**src/rtl/perceptron_ctrl.sv**
```systemverilog
// perceptron_ctrl: UART packet framer and command executor for a dot-product
// datapath. Collects 6-byte packets (address, command, 4 payload bytes),
// decodes commands addressed to this node, pulses the datapath strobes and
// streams the 32-bit accumulator back out, LSB first.
module perceptron_ctrl #(
    parameter int NODE_ADDR = 100,
    parameter int TIMEOUT   = 65535
) (
    input  logic        clk,
    input  logic        nRst,
    input  logic        rx_valid,
    input  logic [7:0]  rx_data,
    output logic        a_we,
    output logic        b_we,
    output logic [31:0] vec,
    output logic        op_mul,
    output logic        op_acc,
    input  logic        dp_busy,
    input  logic [31:0] result,
    output logic        tx_valid,
    output logic [7:0]  tx_data,
    input  logic        tx_ready,
    output logic        drop
);

    localparam int TW = (TIMEOUT < 2) ? 1 : $clog2(TIMEOUT + 1);
    // The counter discards the partial packet on the idle cycle that brings it to TIMEOUT.
    localparam logic [TW-1:0] TMO_LAST = TW'(TIMEOUT - 1);

    localparam logic [1:0] S_IDLE  = 2'd0;
    localparam logic [1:0] S_ISSUE = 2'd1;
    localparam logic [1:0] S_WAIT  = 2'd2;
    localparam logic [1:0] S_SEND  = 2'd3;

    logic [2:0]    r_byte_cnt;
    logic [TW-1:0] r_tmo_cnt;
    logic          r_pkt_done;
    logic [7:0]    r_addr;
    logic [7:0]    r_cmd;
    logic [31:0]   r_payload;
    logic [3:0]    w_lane_we;
    logic          w_pkt_hit;

    logic [1:0]    r_state;
    logic [1:0]    r_byte_idx;
    logic [1:0]    w_idx_next;
    logic [31:0]   r_shadow;
    logic          r_a_we;
    logic          r_b_we;
    logic          r_op_mul;
    logic          r_op_acc;
    logic [31:0]   r_vec;
    logic          r_tx_valid;
    logic [7:0]    r_tx_data;
    logic          r_drop;

    // Payload byte lane write enables: packet byte 2 lands in lane 0, byte 5 in lane 3.
    genvar gi;
    generate
        for (gi = 0; gi < 4; gi++) begin : g_lane
            assign w_lane_we[gi] = rx_valid && (r_byte_cnt == 3'(gi + 2));
        end
    endgenerate

    assign w_pkt_hit  = r_pkt_done && (r_addr == 8'(NODE_ADDR));
    assign w_idx_next = r_byte_idx + 2'd1;

    // Byte position tracking, packet-complete strobe and inter-byte timeout.
    always_ff @(posedge clk) begin
        if (!nRst) begin
            r_byte_cnt <= 3'd0;
            r_tmo_cnt  <= '0;
            r_pkt_done <= 1'b0;
        end else begin
            r_pkt_done <= 1'b0;
            if (rx_valid) begin
                r_tmo_cnt <= '0;
                if (r_byte_cnt == 3'd5) begin
                    r_byte_cnt <= 3'd0;
                    r_pkt_done <= 1'b1;
                end else begin
                    r_byte_cnt <= r_byte_cnt + 3'd1;
                end
            end else if (r_byte_cnt != 3'd0) begin
                if (r_tmo_cnt == TMO_LAST) begin
                    r_byte_cnt <= 3'd0;
                    r_tmo_cnt  <= '0;
                end else begin
                    r_tmo_cnt <= r_tmo_cnt + TW'(1);
                end
            end
        end
    end

    // Capture header and payload bytes into their slots as they arrive.
    always_ff @(posedge clk) begin
        if (!nRst) begin
            r_addr    <= 8'd0;
            r_cmd     <= 8'd0;
            r_payload <= 32'd0;
        end else begin
            if (rx_valid && r_byte_cnt == 3'd0) r_addr <= rx_data;
            if (rx_valid && r_byte_cnt == 3'd1) r_cmd  <= rx_data;
            for (int i = 0; i < 4; i++) begin
                if (w_lane_we[i]) r_payload[8*i +: 8] <= rx_data;
            end
        end
    end

    // Command executor: issues strobes, waits on the datapath, streams the result.
    always_ff @(posedge clk) begin
        if (!nRst) begin
            r_state    <= S_IDLE;
            r_byte_idx <= 2'd0;
            r_shadow   <= 32'd0;
            r_a_we     <= 1'b0;
            r_b_we     <= 1'b0;
            r_op_mul   <= 1'b0;
            r_op_acc   <= 1'b0;
            r_vec      <= 32'd0;
            r_tx_valid <= 1'b0;
            r_tx_data  <= 8'd0;
            r_drop     <= 1'b0;
        end else begin
            r_a_we   <= 1'b0;
            r_b_we   <= 1'b0;
            r_op_mul <= 1'b0;
            r_op_acc <= 1'b0;
            case (r_state)
                S_IDLE: begin
                    if (w_pkt_hit) begin
                        case (r_cmd)
                            8'd0: begin
                                r_a_we  <= 1'b1;
                                r_vec   <= r_payload;
                                r_state <= S_ISSUE;
                            end
                            8'd1: begin
                                r_b_we  <= 1'b1;
                                r_vec   <= r_payload;
                                r_state <= S_ISSUE;
                            end
                            8'd5: begin
                                r_op_mul <= 1'b1;
                                r_state  <= S_ISSUE;
                            end
                            8'd6: begin
                                r_op_acc <= 1'b1;
                                r_state  <= S_ISSUE;
                            end
                            8'd2: begin
                                r_shadow   <= result;
                                r_tx_data  <= result[7:0];
                                r_tx_valid <= 1'b1;
                                r_byte_idx <= 2'd0;
                                r_state    <= S_SEND;
                            end
                            default: ;
                        endcase
                    end
                end
                S_ISSUE: begin
                    // Strobe cycle; arithmetic ops must then see the datapath finish.
                    r_state <= (r_op_mul || r_op_acc) ? S_WAIT : S_IDLE;
                end
                S_WAIT: begin
                    if (!dp_busy) r_state <= S_IDLE;
                end
                S_SEND: begin
                    if (tx_ready) begin
                        if (r_byte_idx == 2'd3) begin
                            r_tx_valid <= 1'b0;
                            r_byte_idx <= 2'd0;
                            r_state    <= S_IDLE;
                        end else begin
                            r_byte_idx <= w_idx_next;
                            r_tx_data  <= r_shadow[{w_idx_next, 3'b000} +: 8];
                        end
                    end
                end
                default: r_state <= S_IDLE;
            endcase
            // A packet for us that arrives while busy cannot be executed.
            if (w_pkt_hit && r_state != S_IDLE) r_drop <= 1'b1;
        end
    end

    assign a_we     = r_a_we;
    assign b_we     = r_b_we;
    assign op_mul   = r_op_mul;
    assign op_acc   = r_op_acc;
    assign vec      = r_vec;
    assign tx_valid = r_tx_valid;
    assign tx_data  = r_tx_data;
    assign drop     = r_drop;

endmodule

```
**config.mk**
```make
export PLATFORM = sky130hd
export DESIGN_NAME = perceptron_ctrl
export DESIGN_NICKNAME = d
export VERILOG_FILES = /design/src/rtl/perceptron_ctrl.sv
export SDC_FILE = /design/constraint.sdc
export NUM_CORES = 1
export LEC_CHECK = 0
export CAP_MARGIN = 25
export CORE_ASPECT_RATIO = 1.75
export CORE_MARGIN = 4
export CORE_UTILIZATION = 48
export CTS_CLUSTER_DIAMETER = 120
export DETAILED_ROUTE_END_ITERATION = 7
export PLACE_DENSITY = 0.74
export SLEW_MARGIN = 15
export SYNTH_ARGS = -nofsm -noshare
export SYNTH_HDL_FRONTEND = slang
export SYNTH_SLANG_ARGS = --single-unit
export TNS_END_PERCENT = 1
```
**constraint.sdc**
```tcl
create_clock -name clk -period 1.9 [get_ports clk]
set_input_delay 0.285 -clock clk [delete_from_list [all_inputs] [get_ports clk]]
set_output_delay 0.285 -clock clk [all_outputs]
set_load 0.01 [all_outputs]
```
==> results of run 1 <==
==> stage by stage <==
step | util (%) | instance area, um2
global placement | 58.58 | 7071
finish | 63.90 | 7712
detailed placement | 58.58 | 7071
global route | 63.90 | 7712
floorplan | - | 5934
CTS | 63.57 | 7672
==> kinds of logic after synthesis <==
logic type,Yosys count,synth area share [%]
flip-flops,150,50.60
multiplexers,17,4.554
buffers and inverters,54,3.922
AO/OA/AOI/OAI,143,13.20
adder cells (fa/ha/maj),4,0.8434
AND/OR/NAND/NOR,339,25.11
XOR/XNOR,12,1.771
==> cell type report <==
class / instances / area (um2)
Fill cell: 1025 / 4357
Timing Repair Buffer: 113 / 1156
Clock inverter: 12 / 142.6
Clock buffer: 20 / 456.7
Multi-Input combinational cell: 515 / 2721
Tap cell: 165 / 206.4
Inverter: 7 / 26.28
Sequential cell: 150 / 3003
==> state kept, by name, summed over array words and instances (netlist names) <==
name        count
tx_valid        1
r_addr          8
r_state         2
r_payload      32
r_cmd           8
b_we            1
tx_data         8
r_shadow       32
r_pkt_done      1
r_tmo_cnt      16
r_byte_idx      2
op_acc          1
op_mul          1
a_we            1
drop            1
r_byte_cnt      3
vec            32
==> cell usage after synthesis (all sizes together) (2+ instances only) <==
master	instances
nand2b	4
xnor2	4
mux2i	9
nand3b	3
nand2	200
dfxtp	150
a21oi	88
ha	4
xor2	8
nand4	8
a31oi	2
and3	4
a311oi	2
nor3	8
nor2	43
buf	22
o21ai	36
a22o	2
clkbuf	25
and2	2
inv	6
a211oi	8
nand3	54
mux4	8
nor2b	2
nand4b	2
nor3b	2
==> per-layer routing <==
metal | up-vias | global-route usage, % | part of all wire, %
li1 | 2616 | - | -
met1 | 2406 | 21.65 | 37
met2 | 146 | 39.02 | 55
met3 | 38 | 4.596 | 4.3
met4 | 0 | 12.19 | 3.5
met5 | - | 0 | 0
==> layout by cell type (no fill, tap or decap), types with 6 or more instances in the layout <==
cell	count
inv_1	6
nand4_1	7
nor2_1	41
dfxtp_1	150
clkdlybuf4s50_1	89
mux4_2	8
clkbuf_16	17
a211oi_1	8
nand3_1	54
buf_4	16
o21ai_0	35
xor2_1	8
buf_12	7
mux2i_1	9
nor3_1	7
nand2_1	200
a21oi_1	88
==> worst max-delay path by stage <==
| stage | startpoint | to | slack, ps | depth (start not counted) |
|---|---|---|---|---|
| 5_1_grt | r_cmd[3] | vec[12] | -60 | 6 |
| 3_5_place_dp | r_cmd[3] | vec[12] | -20 | 6 |
| 4_1_cts | r_cmd[3] | tx_data[6] | -7 | 5 |
| 2_1_floorplan | r_cmd[3] | r_shadow[3] | 80 | 7 |
| 3_3_place_gp | r_cmd[3] | vec[11] | 40 | 6 |
| 6_report | r_cmd[3] | r_shadow[3] | 50 | 6 |
==> worst register-to-register path: cells and delay by family (launching register included) <==
family | cells | cell delay, ps
compound gates | 1 | 200
buf+inv | 1 | 200
flops | 1 | 310
simple gates | 4 | 1050
==> power groups by stage <==
| stage | Combinational (W) | Sequential, W | Clock, W |
|---|---|---|---|
| after floorplan | 0.000161 | 0.00325 | 0 |
| after global placement | 0.000332 | 0.00326 | 0 |
| after detailed placement | 0.000338 | 0.00326 | 0 |
| after CTS | 0.000341 | 0.00319 | 0.00341 |
| after global routing | 0.000374 | 0.00319 | 0.00355 |
| final | 0.000343 | 0.00319 | 0.00335 |
==> repair_timing <==
| item | CTS | global route |
|---|---|---|
| hold buffers | 0 | 0 |
| buffers inserted | 0 | 1 |
| pin swaps | 0 | 1 |
| resized for setup | 1 | 4 |
| setup endpoints to repair | 5 | 57 |
==> qor.yml, run 1 <==
initial_core_util_pct: 49.17
async_flop_share_pct: 0
vias: 5206
cts-htree-levels: 4
clock_skew_ps: 11.75
max-slew-margin-rel_pct: 54.47
synth_top_cell_area_share_pct: 50.60
synth_edf_count: 0
rr_startpoint: "r_cmd[3]"
cts.clk_slew.worst_paths_ps: 60
wl_per_cell_um: 15.07
fin_crit_sh_pct: 97.15
synth_flop_cell: "dfxtp_1"
min_path_type: "primary input to register"
grt-ovfl-total: 0
ys_ff_latch: 150
netlist_area_um2: 5934
clock-sinks: 150
power_density_nw_per_um2: 892.1
drive_gt1_share_pct: 9.180
max-vdd-ir-drop_mv: 0.6099
holdCritStartpoint: "nRst"
finalSetupTns_ps: 0
crit_path_start_kind: "register"
cts.path.max_buffers: 2
clock_latency_ps: 420
holdPathStages: 4
path_class: "register to register"
grt_pass1_vias: 5123
synth_area_leader_cell: "dfxtp_1"
ios: 91
finalMaxSlewViolations: 0
grt_pass1_wl_mm: 24.12
core-area_um2: 12070
drc: 0
rrSetupSlack_ps: 50
cp_slowest_cell: "or4_4"
synth_nets: 768
ys_types: 45
min_period_ps: 1846
die_area_um2: 14280
worst-path-buf-inv: 1
area_growth_pct: 29.96
hold_viol: 0
ff2ff_path_depth: 6
antenna_found_initial: 0
track_usage_pct: 21.17
port_buffers: 90
ant_nets: 0
yosys-top-cells-area: "dfxtp_1 51%, nand2_1 13%, a21oi_1 7.4%"
gp_congestion: 0.7697
worst_pin_slew_ps: 683.0
clock.fmax_mhz: 541.8
fp.dieW_um: 92.05
dp.cells: 949
cp_cell_sequence: "or4_4 -> nand4bb_4 -> nor2_2 -> buf_12 -> nand2_1 -> a21oi_1"
nets: 853
dp_slack_ps: -22.93
pwr-share-clk_pct: 48.6
grt_start_max_net_pins: 73
worstPathRequired_ps: 2230
worstPathArrival_ps: 2170
end_kind: "register"
intPower_w: 0.005350
diodes: 0
critical-path-max-stage-delay_ps: 540
cts_tree: "built"
cts_root_buf: "clkbuf_16"
swShare_pct: 22.24
regToRegEndpoint: "r_shadow[3]"
switching_power_w: 0.001530
routed_wl_mm: 14.79
setup_ws_ps: 54.15
fp.dieH_um: 155.1
rsz0062_at_grt: "true"
p_total_w: 0.006880
power_leakage_nw: 2.641
status: "complete, no violations"
synth.avg_cell_area_um2: 8.254
vias_per_cell: 5.301
finalSetupViolations: 0
maxCapViolations: 0
path_max_fanout: 33
yosysSeqAreaShare_pct: 50.60
cts_buffers: 17
ys_warn_count: 0
drt_iter0_markers: 243
cp_top_family: "simple AND/OR/NAND/NOR gates"
whs_ps: 299.6
firstDrtPassIters: 6
fin_cells: 982
netlist_instances: 719
p_comb_share_pct: 5.0
num_rows: 53
worstHoldEndpoint: "r_tmo_cnt[0]"
p_seq_share_pct: 46.4
hpwl_mm: 10.53
No activity file was read; power rests on OpenSTA's default activity.
==> run 2, diff against run 1 <==
--- a/config.mk
+++ b/config.mk
@@ -8,10 +8,10 @@
 export CAP_MARGIN = 25
 export CORE_ASPECT_RATIO = 1.75
 export CORE_MARGIN = 4
-export CORE_UTILIZATION = 48
+export CORE_UTILIZATION = 58
 export CTS_CLUSTER_DIAMETER = 120
 export DETAILED_ROUTE_END_ITERATION = 7
-export PLACE_DENSITY = 0.74
+export PLACE_DENSITY = 0.84
 export SLEW_MARGIN = 15
 export SYNTH_ARGS = -nofsm -noshare
 export SYNTH_HDL_FRONTEND = slang
==> constraint.sdc (replaced) <==
create_clock -name clk -period 2.25 [get_ports clk]
set_input_delay 0.3375 -clock clk [delete_from_list [all_inputs] [get_ports clk]]
set_output_delay 0.3375 -clock clk [all_outputs]
set_load 0.01 [all_outputs]
==> qor.yml, run 2 (synthesis results as in run 1) <==
crit_path_start_kind: "register"
worst_pin_slew_ps: 691.8
max-slew-margin-rel_pct: 53.88
nets: 844
layout_common_cells: "200 x nand2_1, 150 x dfxtp_1, 89 x clkdlybuf4s50_1"
finalSetupTns_ps: 0
track_usage_pct: 26.61
postCtsSetupBuffers: 0
worstPathRequired_ps: 2520
ant_nets: 0
min_path_type: "primary input to register"
grt_pass1_vias: 5368
fp.dieW_um: 84.47
final_common_cell: "nand2_1"
routed_wl_mm: 15.58
vias_per_cell: 5.797
grt-ovfl-total: 0
cts_tree: "built"
cts-resized-gates: 0
port_buffers: 90
status: "complete, no violations"
num_rows: 48
end_kind: "register"
cts.path.max_buffers: 2
clock_latency_ps: 420
power_density_nw_per_um2: 787.0
firstDrtPassIters: 5
cts_root_buf: "clkbuf_16"
clock.fmax_mhz: 499.0
rsz0062_at_grt: "false"
wl_per_cell_um: 16.70
ctsHoldBuffers: 0
max-vdd-ir-drop_mv: 0.6430
area_growth_pct: 27.11
ios: 91
min_period_ps: 2004
clock-sinks: 150
cts-htree-levels: 4
register_area_um2: 3003
finalMaxSlewViolations: 0
initial_core_util_pct: 59.89
die_area_um2: 11980
drt_iter0_markers: 385
worstPathArrival_ps: 2270
fillCellCount: 689
clock_skew_ps: 9.861
antenna_found_initial: 0
path_class: "register to register"
vias: 5409
dp_slack_ps: 279.1
core-area_um2: 9910
grt_pass1_wl_mm: 25.34
drc: 0
hpwl_mm: 10.67
power_leakage_nw: 2.585
setup_ws_ps: 246.1
finalSetupViolations: 0
maxCapViolations: 0
fin_crit_sh_pct: 89.06
grt_start_max_net_pins: 73
diodes: 0
drive_gt1_share_pct: 7.673
fp.dieH_um: 141.8
path_max_fanout: 66
cts.clk_slew.worst_paths_ps: 60
cts_buffers: 17
gp_congestion: 0.8829
hold_viol: 0
multi_input_area_um2: 2699
-- run 2: path summary, 6_finish.rpt --
kind                      from           end  slack, ps  depth (start not counted)
setup / recovery      r_cmd[3]        vec[0]        250                          6
hold / removal            nRst  r_tmo_cnt[1]        330                          3
setup reg to reg      r_cmd[3]        vec[0]        250                          6
hold reg to reg   r_shadow[24]  r_shadow[24]        450                          2
-- run 2: layer usage --
layer / wire (um) / up-vias / global-route usage [%]
li1: - / 2604 / -
met1: 5499 / 2528 / 26.19
met2: 8439 / 214 / 50.04
met3: 807 / 63 / 5.694
met4: 833 / 0 / 15.76
met5: 0 / - / 0
-- run 2: worst max-delay path, cell delays in order (launching register included) --
cell and delay (ps):
dfxtp_1 320, or4_4 530, nor2_1 240, nand4b_1 150, buf_4 340, nand3_1 150, o21ai_0 110
-- run 2: cell type report --
class | instances | share of cell area, %
tap | 125 | 2.073
clock inverter | 13 | 2.223
clock buffer | 19 | 6.004
multi-input combinational | 515 | 35.78
sequential | 150 | 39.81
timing repair buffer | 104 | 13.77
inverter | 7 | 0.3483
-- run 2: stage by stage --
step	area (um2)	std cells	hold WS [ps]	util [%]	total power, W
after floorplan	5934	719	428.6	-	0.002883
after CTS	7543	933	336.5	76.12	0.005956
after global routing	7543	933	358.6	76.12	0.006104
after detailed placement	6923	901	444.2	69.86	0.003031
final	7543	933	329.3	76.12	0.005936
after global placement	6923	901	436.0	69.86	0.003022
-- run 2: report_power, final --
group,internal [W],switching [W],total (W)
Clock,0.00182,0.00114,0.00296
Combinational,0.000124,0.000158,0.000282
Sequential,0.00268,0.0000189,0.00270
